==> src/rtl/bit_clmul_arbiter.sv <==
// Round-robin arbiter sharing one multi-cycle carry-less multiply unit between two issue pipes.
// Optional one-entry result cache enabled by defining BIT_CLMUL_CACHE_EN.
module bit_clmul_arbiter #(
    parameter int XLEN = 32,
    parameter int OPW  = 3
) (
    input  logic            clock,
    input  logic            reset,
    input  logic [1:0]      req_valid,
    input  logic [OPW-1:0]  req_op0,
    input  logic [OPW-1:0]  req_op1,
    input  logic [XLEN-1:0] req_rs1_0,
    input  logic [XLEN-1:0] req_rs1_1,
    input  logic [XLEN-1:0] req_rs2_0,
    input  logic [XLEN-1:0] req_rs2_1,
    output logic [1:0]      req_ack,
    input  logic [1:0]      kill,
    output logic [1:0]      resp_valid,
    output logic [XLEN-1:0] resp_result,
    output logic            busy,
    output logic            clmul_enable,
    output logic [OPW-1:0]  clmul_op,
    output logic [XLEN-1:0] clmul_rdata1,
    output logic [XLEN-1:0] clmul_rdata2,
    input  logic [XLEN-1:0] clmul_result,
    input  logic            clmul_ready,
    output logic [1:0]      debug_state
);

    typedef enum logic [1:0] {
        IDLE  = 2'd0,
        ISSUE = 2'd1,
        WAIT  = 2'd2,
        DONE  = 2'd3
    } state_t;

    state_t          state;
    state_t          state_next;
    logic            prio;
    logic            owner;
    logic            killed;
    logic [OPW-1:0]  op_q;
    logic [XLEN-1:0] rs1_q;
    logic [XLEN-1:0] rs2_q;
    logic [XLEN-1:0] result_q;

    logic [1:0]      cand;
    logic            grant_valid;
    logic            grant;
    logic [OPW-1:0]  sel_op;
    logic [XLEN-1:0] sel_rs1;
    logic [XLEN-1:0] sel_rs2;
    logic            cache_hit;

    assign cand[0]     = req_valid[0] & ~kill[0] & (|req_op0);
    assign cand[1]     = req_valid[1] & ~kill[1] & (|req_op1);
    assign grant_valid = |cand;
    assign grant       = (&cand) ? prio : cand[1];
    assign sel_op      = grant ? req_op1   : req_op0;
    assign sel_rs1     = grant ? req_rs1_1 : req_rs1_0;
    assign sel_rs2     = grant ? req_rs2_1 : req_rs2_0;

`ifdef BIT_CLMUL_CACHE_EN
    logic            cache_valid;
    logic [OPW-1:0]  cache_op;
    logic [XLEN-1:0] cache_rs1;
    logic [XLEN-1:0] cache_rs2;
    logic [XLEN-1:0] cache_result;

    assign cache_hit = cache_valid && (cache_op == sel_op) &&
                       (cache_rs1 == sel_rs1) && (cache_rs2 == sel_rs2);

    // Written on every unit completion, killed ops included, since the result is still correct.
    always_ff @(posedge clock) begin
        if (reset) begin
            cache_valid  <= 1'b0;
            cache_op     <= '0;
            cache_rs1    <= '0;
            cache_rs2    <= '0;
            cache_result <= '0;
        end else if (state == WAIT && clmul_ready) begin
            cache_valid  <= 1'b1;
            cache_op     <= op_q;
            cache_rs1    <= rs1_q;
            cache_rs2    <= rs2_q;
            cache_result <= clmul_result;
        end
    end
`else
    assign cache_hit = 1'b0;
`endif

    always_comb begin
        state_next  = state;
        req_ack     = 2'b00;
        resp_valid  = 2'b00;
        resp_result = '0;
        case (state)
            IDLE: begin
                if (grant_valid) begin
                    req_ack[grant] = 1'b1;
                    state_next     = cache_hit ? DONE : ISSUE;
                end
            end
            ISSUE: state_next = WAIT;
            WAIT: begin
                if (clmul_ready) state_next = DONE;
            end
            DONE: begin
                if (!killed) begin
                    resp_valid[owner] = 1'b1;
                    resp_result       = result_q;
                end
                state_next = IDLE;
            end
            default: state_next = IDLE;
        endcase
    end

    always_ff @(posedge clock) begin
        if (reset) begin
            state    <= IDLE;
            prio     <= 1'b0;
            owner    <= 1'b0;
            killed   <= 1'b0;
            op_q     <= '0;
            rs1_q    <= '0;
            rs2_q    <= '0;
            result_q <= '0;
        end else begin
            state <= state_next;
            case (state)
                IDLE: begin
                    if (grant_valid) begin
                        owner  <= grant;
                        op_q   <= sel_op;
                        rs1_q  <= sel_rs1;
                        rs2_q  <= sel_rs2;
                        killed <= 1'b0;
`ifdef BIT_CLMUL_CACHE_EN
                        if (cache_hit) result_q <= cache_result;
`endif
                    end
                end
                WAIT: begin
                    // A kill coinciding with the ready pulse still suppresses the response.
                    if (kill[owner]) killed <= 1'b1;
                    if (clmul_ready) result_q <= clmul_result;
                end
                DONE: prio <= ~owner;
                default: ;
            endcase
        end
    end

    assign busy         = (state != IDLE);
    assign clmul_enable = (state == ISSUE);
    assign clmul_op     = op_q;
    assign clmul_rdata1 = rs1_q;
    assign clmul_rdata2 = rs2_q;
    assign debug_state  = state;

endmodule

==> config.mk <==
export PLATFORM = sky130hd
export DESIGN_NAME = bit_clmul_arbiter
export DESIGN_NICKNAME = d
export VERILOG_FILES = /design/src/rtl/bit_clmul_arbiter.sv
export SDC_FILE = /design/constraint.sdc
export NUM_CORES = 1
export LEC_CHECK = 0
export ABC_AREA = 1
export CELL_PAD_IN_SITES_DETAIL_PLACEMENT = 1
export CELL_PAD_IN_SITES_GLOBAL_PLACEMENT = 2
export CORE_MARGIN = 3
export CORE_UTILIZATION = 17
export DETAILED_ROUTE_END_ITERATION = 7
export PLACE_DENSITY_LB_ADDON = 0.2
export SLEW_MARGIN = 30
export SYNTH_ARGS = -nofsm -noshare
export SYNTH_HDL_FRONTEND = slang
export SYNTH_SLANG_ARGS = --single-unit
==> constraint.sdc <==
create_clock -name clock -period 1.65 [get_ports clock]
set_input_delay 0.495 -clock clock [delete_from_list [all_inputs] [get_ports clock]]
set_output_delay 0.495 -clock clock [all_outputs]
set_load 0.05 [all_outputs]
## Yosys cells after proc, flatten, opt, wreduce, memory -nomap -nowiden

Cells that the tools add are included.

| operators by class | value |
|---|---|
| bitwise gates (word level) | 7 |
| reductions and logical operators | 13 |
| muxes and demuxes | 22 |
| magnitude comparators | 4 |
| equality and inequality tests | 6 |

Operators with widths:

| cell | count |
|---|---|
| 2-to-1 mux 32 bit | 4 |
| 2-to-1 mux 2 bit | 6 |
| one-hot mux 2 bit (4 select lines) | 1 |
| AND reduction 2 bit | 4 |
| 2-to-1 mux 1 bit | 7 |
| != test 2 bit, second input constant | 3 |
| OR reduction 3 bit | 2 |
| AND 1 bit | 4 |
| equality test 2 bit, second input constant | 2 |
| < comparator 1 x 2 -> 1 bit, second input constant | 2 |
| nonzero test 2 bit | 2 |
| 2-to-1 mux 3 bit | 1 |
| inverter 1 bit | 3 |
| AND reduction 3 bit | 1 |
| demux 1 bit (select 1 bit) | 2 |
| equality test 2 x 1 -> 1 bit, second input constant | 1 |
| >= comparator 1 bit, second input constant | 2 |
| logical AND 1 bit | 2 |
| zero test 2 bit | 1 |
| one-hot mux 1 bit (2 select lines) | 1 |
| OR reduction 2 bit | 1 |

| storage, ports and cells | value |
|---|---|
| bits in registers | 104 |
| output and inout bits | 107 |
| logic and storage cells | 60 |
| input port bits | 173 |

## Depth between registers and ports, before layout

| logic depth | value |
|---|---|
| depth after elaboration | 11 |
| depth in mapped cells | 12 |

## Least setup slack after synthesis

Ideal clock, no wire load.

| path | value |
|---|---|
| path type | reg-to-output |
| from | reg state[1] (netlist: debug_state[1]) |
| to | out resp_result[10] |
| data arrival time | 1948 ps |
| data required time | 1155 ps |
| stages on the path, launching flop included | 5 |
| path slack | -793 ps |
| path buffers | 1 |
| path through | dfxtp_1 ha_1 nand2_1 clkbuf_1 nor2_1 |

| between the ends | value |
|---|---|
| word-level cells in the longest chain between the ends | 2 |

Ends and longest elaborated chain:

| item | RTL line | text |
|---|---|---|
| start, declared | 37 | `state_t state;` |
| start signal, assigned | 131 | `state <= state_next;` |
| equality test 2 bit | 98 | `case (state)` |
| 2-to-1 mux 32 bit | 98 |  |
| end, declared | 19 | `output logic [XLEN-1:0] resp_result,` |

No other way between the ends.

## Worst setup path in the final report

| path | value |
|---|---|
| from | reg state[0] (netlist: debug_state[0]) |
| to | out resp_result[21] |

Same word-level chain as after synthesis.

==> flow_metrics.py <==
metrics = {
    "cells_and_area": {
        "fill_cells": 3492,
        "syn2layout_area_growth_pct": 104,
        "final_util_pct": 35.5,
        "final_common_cell": "inv_1",
        "final_cell_mix": "inv_1, clkdlybuf4s50_1, nand2_1",
        "drive_above_1_share_pct": 22.8,
        "nNetsFinal": 1275,
    },
    "clocking": {
        "cts_hold_buffers": 0,
        "cts_tree": "built",
        "numCtsBuffers": 9,
        "cts_max_path_buffers": 2,
        "clock_latency_ns": 0.35,
        "cts-htree-levels": 3,
        "clk_pin_slew_ns": 0.08,
        "clock-sinks": 104,
        "root_buffer": "clkbuf_16",
    },
    "synthesis": {
        "ys_types": 19,
        "synth-xor-area-share_pct": 0,
        "synth_mux_area_share_pct": 0,
        "synth_fa_ha_area_share_pct": 0.965,
        "synth_nets": 988,
        "synth_top_family_by_area": "simple AND/OR/NAND/NOR gates",
        "synth-simple-area-share_pct": 27.4,
        "synth_compound_area_share_pct": 13.5,
        "yosysWarnings": 0,
        "synthCells": 811,
        "ys_ff_latch": 104,
        "syn_area_per_cell_um2": 6.40,
        "synth.cell_area_mm2": 0.00519,
        "ys_seq_area_share_pct": 40.1,
    },
    "outcome": {
        "outcome": "complete, but fails checks",
        "violations": "negative setup slack",
    },
    "worst_hold_path": {
        "hp-start": "clmul_rdata2[15]",
        "worstHoldEndpoint": "clmul_rdata2[15]",
        "hp-class": "register to register",
        "min_path_cells": 2,
    },
    "sta": {
        "clock_skew_ns": 0.0102,
        "maxSlewViolCount": 0,
        "fin_setup_tns_ns": -10.18,
        "slew_headroom_pct": 73.0,
        "rsz0062_at_grt": "true",
        "max_freq_mhz": 512,
        "hold_viol": 0,
        "setup_viol": 38,
        "final.min_clock_period_ns": 1.95,
        "worst_slack_ns": -0.304,
        "fin_crit_sh_pct": 118,
        "worst_pin_slew_ns": 0.405,
    },
    "placement": {
        "hpwl_um": 17600,
        "portBuffers": 279,
        "gp_congestion": 0.723,
        "dpl_worst_slack_ns": -0.703,
    },
    "routing": {
        "remaining_drc_errors": 0,
        "routed-via-count": 6073,
        "wl_per_cell_um": 15.9,
        "drt_iter0_drc": 149,
        "via_per_inst": 4.06,
        "antenna_left": 0,
        "wirelength_um": 23800,
        "dr.pass1.iters": 4,
    },
    "critical_path": {
        "crit_arrival_ns": 1.46,
        "r2r_start": "debug_state[0]",
        "worstPathMaxFanout": 9,
        "r2r_end": "clmul_rdata1[10]",
        "rrSetupSlack_ns": 0.13,
        "cp_cell_sequence": "ha_4 -> nand2_8 -> buf_12 -> nor2_4 -> buf_12",
        "crit_path_frequent_cell": "buf_12",
        "crit_slowest_cell": "dfxtp_4",
        "ff2ff_path_depth": 8,
        "path_class": "register to output port",
        "crit_path_end_kind": "output port",
        "slowest_delay_ns": 0.39,
        "critPathRequiredTime_ns": 1.15,
        "cp-start-kind": "register",
    },
    "floorplanning": {
        "rows": 63,
        "start_util_pct": 17.4,
        "die_y_um": 181,
        "ioPinCount": 280,
        "die-area_mm2": 0.0326,
        "die_w_um": 181,
        "core_mm2": 0.0299,
    },
    "global_routing": {
        "antenna_found_initial": 4,
        "first_global_vias": 6220,
        "grt_overflow": 0,
        "grt_usage_pct": 13.9,
        "grt_start_max_net_pins": 63,
        "grt_first_pass_wirelength_um": 35800,
    },
    "job": {
        "maxCapViolCount": 0,
    },
    "power_and_ir_drop": {
        "ir_drop_uv": 452,
        "p_leak_uw": 0.00445,
        "power.density_mw_per_mm2": 1110,
    },
}
## power breakdown
group,internal (µW),switching [µW]
sequential,3010,404
clock,1350,1110
combinational,2700,3170
## cell type report
class | instances | area, µm² | area share, %
well taps | 390 | 488 | 4.60
inverters | 178 | 699 | 6.60
clock buffers | 9 | 225 | 2.12
multi-input cells | 474 | 2570 | 24.2
repair buffers | 331 | 4430 | 41.8
diodes | 1 | 2.50 | 0.0236
clock inverters | 7 | 101 | 0.956
flip-flops and latches | 104 | 2090 | 19.7
## worst max-delay path by stage
stage               depth (start not counted)      startpoint                to
finish                                      5  debug_state[0]   resp_result[21]
global route                                5  debug_state[0]   resp_result[10]
CTS                                         5  debug_state[0]   resp_result[11]
detailed placement                         10    req_valid[0]  clmul_rdata1[10]
global placement                            7         kill[1]        req_ack[1]
floorplan                                   7    req_valid[0]        req_ack[0]
## what timing repair did
action / 4_1_cts / 5_1_grt
cloned: 0 / 2
gates resized for setup: 48 / 12
buffers inserted: 6 / 5
pin swaps: 12 / 10
setup endpoints to repair: 107 / 69
## cell usage after synthesis
library cell / n / area (µm²)
buf_2: 23 / 115
clkinv_1: 1 / 3.75
nor2_1: 43 / 161
buf_4: 4 / 30.0
inv_1: 176 / 661
buf_6: 2 / 22.5
nand3_1: 136 / 681
or2_2: 1 / 6.26
clkbuf_1: 24 / 90.1
a21oi_1: 102 / 510
a21oi_2: 1 / 8.76
buf_1: 2 / 7.51
nand2_1: 148 / 556
nand2_2: 2 / 12.5
o21ai_0: 36 / 180
inv_2: 1 / 3.75
ha_1: 4 / 50.1
nor2_2: 1 / 6.26
dfxtp_1: 104 / 2080
## metal layers
layer  routed length [µm]  GRT usage (%)  vias up
met2                11200           22.8      170
met5                   41              0        -
met3                 1750           5.17       22
met4                  352           3.25        6
li1                     -              -     3064
met1                10500           17.3     2811
## kinds of logic after synthesis
family                   Yosys count
AO/OA/AOI/OAI                    139
AND/OR/NAND/NOR                  331
buffers and inverters            233
flip-flops                       104
adder cells (fa/ha/maj)            4
## registers in the layout, indices dropped and copies added, names as in the netlist
name,cells
clmul_rdata2,32
prio,1
killed,1
clmul_rdata1,32
result_q,32
debug_state,2
owner,1
clmul_op,3
## through the flow
stage | hold slack [ns] | instances | power (µW) | area [µm²]
global route | 0.519 | 1494 | 12500 | 10600
CTS | 0.504 | 1488 | 11900 | 10500
floorplan | 0.475 | 811 | 6250 | 5630
finish | 0.501 | 1494 | 11800 | 10600
detailed placement | 0.493 | 1466 | 9290 | 10100
global placement | 0.489 | 1466 | 9240 | 10100
## worst max-delay path: cells and delay by family, from the launching register on
| kind | cells | cell delay [ns] |
|---|---|---|
| flops | 1 | 0.39 |
| simple gates | 2 | 0.22 |
| buf+inv | 2 | 0.32 |
| fa+ha+maj | 1 | 0.17 |
(Power assumes the default switching activity.)
